$ cat config.mk
export PLATFORM = sky130hd
export DESIGN_NAME = viterbi_acs_sequencer
export DESIGN_NICKNAME = d
export VERILOG_FILES = /design/src/rtl/viterbi_pkg.sv /design/src/rtl/viterbi_pm_min4.sv /design/src/rtl/viterbi_acs_sequencer.sv
export SDC_FILE = /design/constraint.sdc
export NUM_CORES = 1
export LEC_CHECK = 0
export CAP_MARGIN = 30
export CORE_ASPECT_RATIO = 0.7
export CORE_MARGIN = 4
export CORE_UTILIZATION = 35
export DETAILED_ROUTE_END_ITERATION = 12
export PLACE_DENSITY = 0.76
export SLEW_MARGIN = 20
export SYNTH_ARGS = -nofsm -noshare
export SYNTH_HDL_FRONTEND = slang
export SYNTH_SLANG_ARGS = --single-unit
$ cat constraint.sdc
create_clock -name i_clk -period 1.74 [get_ports i_clk]
set_input_delay 0.522 -clock i_clk [delete_from_list [all_inputs] [get_ports i_clk]]
set_output_delay 0.522 -clock i_clk [all_outputs]
set_load 0.03 [all_outputs]
$ cat src/rtl/viterbi_pkg.sv
// Shared definitions for the Viterbi ACS sequencer: FSM state encoding,
// trellis size, default metric width and the frame-start metric vector.
package viterbi_pkg;

    localparam int VIT_NUM_STATES   = 4;
    localparam int VIT_PM_W_DEFAULT = 2;

    typedef enum logic [1:0] {
        ST_IDLE,
        ST_INIT,
        ST_RUN,
        ST_DONE
    } vit_state_e;

    // Largest representable path metric for a given width (all ones).
    function automatic logic [31:0] vitPmMax(input int pmW);
        return (32'h1 << pmW) - 32'h1;
    endfunction

    // Frame-start metric for trellis state idx: state 0 is the known start
    // state, every other state begins as "maximally unlikely".
    function automatic logic [31:0] vitPmInit(input int idx, input int pmW);
        return (idx == 0) ? 32'h0 : vitPmMax(pmW);
    endfunction

endpackage

$ cat src/rtl/viterbi_pm_min4.sv
// Combinational minimum and argmin of four path metrics.
// On equal metrics the lowest state index is reported.
module viterbi_pm_min4
    import viterbi_pkg::*;
#(
    parameter int PM_W = VIT_PM_W_DEFAULT
) (
    input  logic [PM_W-1:0] i_pm_0,
    input  logic [PM_W-1:0] i_pm_1,
    input  logic [PM_W-1:0] i_pm_2,
    input  logic [PM_W-1:0] i_pm_3,
    output logic [PM_W-1:0] o_min,
    output logic [1:0]      o_min_idx
);

    logic [PM_W-1:0] w_min_01;
    logic [PM_W-1:0] w_min_23;
    logic [1:0]      w_idx_01;
    logic [1:0]      w_idx_23;

    // Pairwise tree; strict less-than keeps the lower index on ties.
    always_comb begin
        w_min_01  = i_pm_0;
        w_idx_01  = 2'd0;
        w_min_23  = i_pm_2;
        w_idx_23  = 2'd2;
        o_min     = '0;
        o_min_idx = 2'd0;
        if (i_pm_1 < i_pm_0) begin
            w_min_01 = i_pm_1;
            w_idx_01 = 2'd1;
        end
        if (i_pm_3 < i_pm_2) begin
            w_min_23 = i_pm_3;
            w_idx_23 = 2'd3;
        end
        if (w_min_23 < w_min_01) begin
            o_min     = w_min_23;
            o_min_idx = w_idx_23;
        end else begin
            o_min     = w_min_01;
            o_min_idx = w_idx_01;
        end
    end

endmodule

$ cat src/rtl/viterbi_acs_sequencer.sv
// Frame controller for the 4-state ACS array: owns the path-metric
// registers, captures the array's next-state metrics on each accepted beat,
// counts symbols and reports the best state at end of frame.
// Optional feature macro: VITERBI_ACS_PM_NORM_EN (min-subtraction
// normalization of captured metrics; when undefined metrics wrap raw).
module viterbi_acs_sequencer
    import viterbi_pkg::*;
#(
    parameter  int PM_W      = VIT_PM_W_DEFAULT,
    parameter  int FRAME_LEN = 16,
    localparam int CNT_W     = $clog2(FRAME_LEN + 1)
) (
    input  logic             i_clk,
    input  logic             i_rst_n,
    input  logic             i_start,
    input  logic             i_bm_valid,
    output logic             o_bm_ready,
    input  logic [1:0]       i_bm_0,
    input  logic [1:0]       i_bm_1,
    input  logic [1:0]       i_bm_2,
    input  logic [1:0]       i_bm_3,
    output logic [1:0]       o_acs_bm_0,
    output logic [1:0]       o_acs_bm_1,
    output logic [1:0]       o_acs_bm_2,
    output logic [1:0]       o_acs_bm_3,
    output logic [PM_W-1:0]  o_acs_pm_0,
    output logic [PM_W-1:0]  o_acs_pm_1,
    output logic [PM_W-1:0]  o_acs_pm_2,
    output logic [PM_W-1:0]  o_acs_pm_3,
    input  logic [PM_W-1:0]  i_acs_pm_0,
    input  logic [PM_W-1:0]  i_acs_pm_1,
    input  logic [PM_W-1:0]  i_acs_pm_2,
    input  logic [PM_W-1:0]  i_acs_pm_3,
    output logic [PM_W-1:0]  o_pm_0,
    output logic [PM_W-1:0]  o_pm_1,
    output logic [PM_W-1:0]  o_pm_2,
    output logic [PM_W-1:0]  o_pm_3,
    output logic [CNT_W-1:0] o_sym_cnt,
    output logic             o_busy,
    output logic             o_done,
    output logic [1:0]       o_best_state
);

    vit_state_e                                r_state;
    vit_state_e                                w_state_next;
    logic [VIT_NUM_STATES-1:0][PM_W-1:0]       r_pm;
    logic [VIT_NUM_STATES-1:0][PM_W-1:0]       w_pm_init;
    logic [VIT_NUM_STATES-1:0][PM_W-1:0]       w_pm_upd;
    logic [VIT_NUM_STATES-1:0][PM_W-1:0]       w_acs_pm;
    logic [CNT_W-1:0]                          r_sym_cnt;
    logic [1:0]                                r_best;
    logic [PM_W-1:0]                           w_reg_min;
    logic [1:0]                                w_reg_min_idx;
    logic                                      w_accept;
    logic                                      w_last;
    logic                                      w_unused;

    assign w_acs_pm = {i_acs_pm_3, i_acs_pm_2, i_acs_pm_1, i_acs_pm_0};
    assign w_accept = (r_state == ST_RUN) && i_bm_valid;
    assign w_last   = w_accept && (r_sym_cnt == CNT_W'(FRAME_LEN - 1));

    // Frame-start metric vector: state 0 at zero, the rest at PM_MAX.
    always_comb begin
        w_pm_init = '0;
        for (int k = 0; k < VIT_NUM_STATES; k++) begin
            w_pm_init[k] = PM_W'(vitPmInit(k, PM_W));
        end
    end

`ifdef VITERBI_ACS_PM_NORM_EN
    logic [PM_W-1:0] w_acs_min;
    logic [1:0]      w_acs_min_idx;

    viterbi_pm_min4 #(.PM_W(PM_W)) u_norm_min (
        .i_pm_0    (i_acs_pm_0),
        .i_pm_1    (i_acs_pm_1),
        .i_pm_2    (i_acs_pm_2),
        .i_pm_3    (i_acs_pm_3),
        .o_min     (w_acs_min),
        .o_min_idx (w_acs_min_idx)
    );

    // Subtract the smallest incoming metric so the best state sits at zero.
    always_comb begin
        w_pm_upd = '0;
        for (int k = 0; k < VIT_NUM_STATES; k++) begin
            w_pm_upd[k] = w_acs_pm[k] - w_acs_min;
        end
    end

    assign w_unused = ^{w_acs_min_idx, w_reg_min};
`else
    assign w_pm_upd = w_acs_pm;
    assign w_unused = ^w_reg_min;
`endif

    viterbi_pm_min4 #(.PM_W(PM_W)) u_best_min (
        .i_pm_0    (r_pm[0]),
        .i_pm_1    (r_pm[1]),
        .i_pm_2    (r_pm[2]),
        .i_pm_3    (r_pm[3]),
        .o_min     (w_reg_min),
        .o_min_idx (w_reg_min_idx)
    );

    // FSM state register.
    always_ff @(posedge i_clk or negedge i_rst_n) begin
        if (!i_rst_n) begin
            r_state <= ST_IDLE;
        end else begin
            r_state <= w_state_next;
        end
    end

    // Next-state and per-state handshake/status outputs.
    always_comb begin
        w_state_next = r_state;
        o_busy       = 1'b0;
        o_bm_ready   = 1'b0;
        o_done       = 1'b0;
        case (r_state)
            ST_IDLE: begin
                if (i_start) begin
                    w_state_next = ST_INIT;
                end
            end
            ST_INIT: begin
                o_busy       = 1'b1;
                w_state_next = ST_RUN;
            end
            ST_RUN: begin
                o_busy     = 1'b1;
                o_bm_ready = 1'b1;
                if (w_last) begin
                    w_state_next = ST_DONE;
                end
            end
            ST_DONE: begin
                o_busy       = 1'b1;
                o_done       = 1'b1;
                w_state_next = ST_IDLE;
            end
            default: begin
                w_state_next = ST_IDLE;
            end
        endcase
    end

    // Metrics and count load on start so they are already visible during
    // INIT; afterwards they only move on an accepted beat.
    always_ff @(posedge i_clk or negedge i_rst_n) begin
        if (!i_rst_n) begin
            r_pm      <= '0;
            r_sym_cnt <= '0;
        end else if ((r_state == ST_IDLE) && i_start) begin
            r_pm      <= w_pm_init;
            r_sym_cnt <= '0;
        end else if (w_accept) begin
            r_pm      <= w_pm_upd;
            r_sym_cnt <= r_sym_cnt + CNT_W'(1);
        end
    end

    // Keep the DONE-cycle argmin so the report holds until the next frame end.
    always_ff @(posedge i_clk or negedge i_rst_n) begin
        if (!i_rst_n) begin
            r_best <= 2'd0;
        end else if (r_state == ST_DONE) begin
            r_best <= w_reg_min_idx;
        end
    end

    assign o_best_state = (r_state == ST_DONE) ? w_reg_min_idx : r_best;
    assign o_sym_cnt    = r_sym_cnt;

    assign o_acs_bm_0 = (r_state == ST_RUN) ? i_bm_0 : 2'b00;
    assign o_acs_bm_1 = (r_state == ST_RUN) ? i_bm_1 : 2'b00;
    assign o_acs_bm_2 = (r_state == ST_RUN) ? i_bm_2 : 2'b00;
    assign o_acs_bm_3 = (r_state == ST_RUN) ? i_bm_3 : 2'b00;

    assign o_acs_pm_0 = r_pm[0];
    assign o_acs_pm_1 = r_pm[1];
    assign o_acs_pm_2 = r_pm[2];
    assign o_acs_pm_3 = r_pm[3];

    assign o_pm_0 = r_pm[0];
    assign o_pm_1 = r_pm[1];
    assign o_pm_2 = r_pm[2];
    assign o_pm_3 = r_pm[3];

endmodule

==> impl_metrics.env <==
export IMPL_status="finished with violations"
export IMPL_violations="setup timing"
export IMPL_clk_pin_slew_ns=0.06
export IMPL_detail_route_vias_per_cell=4.89
export IMPL_rsz0062_at_grt="true"
export IMPL_core_area_um2=2800
export IMPL_drtIter0Drc=50
export IMPL_synth_warnings=0
export IMPL_drt_wirelength_per_cell_um=15.8
export IMPL_placed_cell_area_um2=1760
export IMPL_final_area_um2=1980
export IMPL_slew_headroom=0.786
export IMPL_setup_viol_count_final=11
export IMPL_crit_buf_inv=1
export IMPL_nets=212
export IMPL_drt_first_pass_iters=4
export IMPL_synth_yosys_seq_area_share=0.416
export IMPL_slowest_delay_ns=0.44
export IMPL_synth_seq_cells=17
export IMPL_cts_sinks=17
export IMPL_cp_required_ns=1.22
export IMPL_grt_max_degree=18
export IMPL_crit_type="register to output pin"
export IMPL_synth_top_area_share=0.416
export IMPL_tightest_slew_ns=0.322
export IMPL_drv_slew=0
export IMPL_p_per_area_nw_per_um2=2180
export IMPL_first_global_vias=1085
export IMPL_hold_buffers=0
export IMPL_yosys_top_cells_count="17 x dfrtp_1, 11 x ha_1, 11 x inv_1, 9 x and2_1"
export IMPL_top_layer_used="met4"
export IMPL_synth_top_cell_by_area="dfrtp_1"
export IMPL_antenna_found_initial=0
export IMPL_worst_path_most_repeated_cell="ha_4"
export IMPL_synth_area_um2=1020
export IMPL_drc_errors=0
export IMPL_dr_wl_met2_mm=1.83
export IMPL_fillers=201
export IMPL_antenna_cells=0
export IMPL_syn_inst=106
export IMPL_placementRows=16
export IMPL_io_pins=54
export IMPL_maxCapViolCount=0
export IMPL_fmax_mhz=430
export IMPL_wirelength_met1_mm=1.39
export IMPL_worstSetupEndpointType="output pin"
export IMPL_die_width_um=72.6
export IMPL_num_vias=1056
export IMPL_layout_min_cycle_time_ns=2.33
export IMPL_grt_pass1_wl_mm=5.40
export IMPL_ys_flop_type="dfrtp_1"
export IMPL_period_share=1.34
export IMPL_crit_family="flip-flops"
export IMPL_crit_path_start_kind="register"
export IMPL_ys_async_sr_fraction=1.00
export IMPL_synth_nets=137
export IMPL_ir_drop_mv=0.946
export IMPL_hp_class="register to register"
export IMPL_clockBufferDepth=2
export IMPL_holdPathStages=2
export IMPL_overflow=0
export IMPL_hold_violations=0
export IMPL_synth_area_leaders="dfrtp_1 42%, ha_1 13%, buf_4 5.9%"
export IMPL_final_core_util=0.706
export IMPL_clk_latency_ns=0.26
export IMPL_crit_chain="ha_4 -> ha_4 -> nor2_2 -> a31oi_4 -> mux2i_4 -> buf_6"
export IMPL_initial_core_util=0.365
export IMPL_wirelength_mm=3.40
export IMPL_syn_avg_cell_area_um2=9.66
export IMPL_cp_depth=6
export IMPL_htree_levels=1
export IMPL_cts_tree="yes"
export IMPL_clockRootBuffer="clkbuf_8"
export IMPL_track_usage=0.187
export IMPL_yosysMostFrequentCell="dfrtp_1"
export IMPL_rr_worst_depth=7
export IMPL_ant_nets=0
export IMPL_cts_buffers=3
export IMPL_gp_congestion=0.837
export IMPL_slowest_stage="dfrtp_2"
export IMPL_finalWorstSetupSlack_ns=-0.587
export IMPL_synth_edf_count=0
export IMPL_dieArea_um2=3870
export IMPL_p_leak_uw=0.000896
export IMPL_hpwl_mm=2.38
export IMPL_layout_drive_gt1_share=0.439
export IMPL_dp_slack_ns=-0.342
export IMPL_cp_max_fo=3
export IMPL_synth_cell_type_count=23
export IMPL_fin_worst_skew_ns=0.00606
export IMPL_route_met3_wl_um=165
export IMPL_critPathArrivalTime_ns=1.81
export IMPL_area_growth_syn_to_layout_pct=93.4
export IMPL_placement_io_buffers=53
export IMPL_fp_dieH_um=53.2
-- tightest hold or removal path, cell delays in order (launching register included) --
cell and delay (ns):
dfrtp_1 0.33, nor2_1 0.06, a21oi_4 0.12
-- final cells by class --
cell class	count	area, um2	area share
repair buffers	79	751	0.379
multi-input cells	69	659	0.333
flip-flops and latches	17	430	0.217
inverters	11	48.8	0.0247
clock buffers	4	45.0	0.0228
well taps	36	45.0	0.0228
-- placed cells by master (no fill, tap or decap), drive strengths merged --
cell type	netlist	layout
a21oi	8	8
mux2i	1	1
ha	11	11
nand3	2	2
and3	1	1
o22ai	2	2
nand2	6	6
o22a	4	4
dfrtp	17	17
o21ai	6	6
clkbuf	1	4
a31oi	3	3
nor2	7	7
buf	8	40
xor2	3	3
clkdlybuf4s15	0	1
and2	9	9
nor2b	2	2
clkdlybuf4s50	0	19
inv	11	11
o32a	1	1
nand4	1	1
a22o	2	2
dlygate4sd2	0	19
-- metal layers --
metal,GRT usage,vias up
met5,0,-
li1,-,502
met3,0.0550,5
met4,0.0368,0
met1,0.219,523
met2,0.340,26
-- power breakdown --
| part | internal, uW | total (uW) | switching, uW |
|---|---|---|---|
| Sequential | 562 | 720 | 158 |
| Clock | 163 | 303 | 140 |
| Combinational | 1540 | 3300 | 1760 |
-- kinds of logic after synthesis --
| logic type | after synthesis | synth area share |
|---|---|---|
| fa+ha+maj | 11 | 0.134 |
| mux | 1 | 0.00978 |
| compound gates | 26 | 0.169 |
| flops | 17 | 0.416 |
| simple gates | 28 | 0.143 |
| xor+xnor | 3 | 0.0257 |
| buf+inv | 20 | 0.103 |
-- final timing paths --
check	start	endpoint	slack, ns
max	o_acs_pm_3[1]	o_best_state[0]	-0.59
min	r_best[1]	r_best[1]	0.55
max reg2reg	r_state[1]	o_acs_pm_3[1]	0.07
min reg2reg	r_best[1]	r_best[1]	0.55
max in group asynchronous	i_rst_n	o_acs_pm_0[1]	0.92
min in group asynchronous	i_rst_n	r_state[1]	0.60
-- per-stage QoR --
| stage | hold WS (ns) | total power [uW] | instances | setup TNS, ns |
|---|---|---|---|---|
| after CTS | 0.548 | 4130 | 214 | -2.30 |
| after floorplan | 0.226 | 2560 | 106 | -0.687 |
| after global routing | 0.600 | 4610 | 216 | -3.15 |
| after global placement | 0.514 | 3480 | 203 | -0.782 |
| final | 0.547 | 4320 | 216 | -2.42 |
| after detailed placement | 0.510 | 3570 | 203 | -1.02 |
-- state kept, by name (all words and copies together), names as in the netlist --
signal      flops
o_sym_cnt       5
o_acs_pm_0      2
r_state         2
o_acs_pm_3      2
o_acs_pm_2      2
r_best          2
o_acs_pm_1      2
-- repair_timing --
action,CTS,global route
setup endpoints to repair,32,13
pin swaps,5,5
gates resized for setup,53,13
cloned,0,0
buffers inserted,7,4
Note: power is estimated with default switching activity, not from simulation.
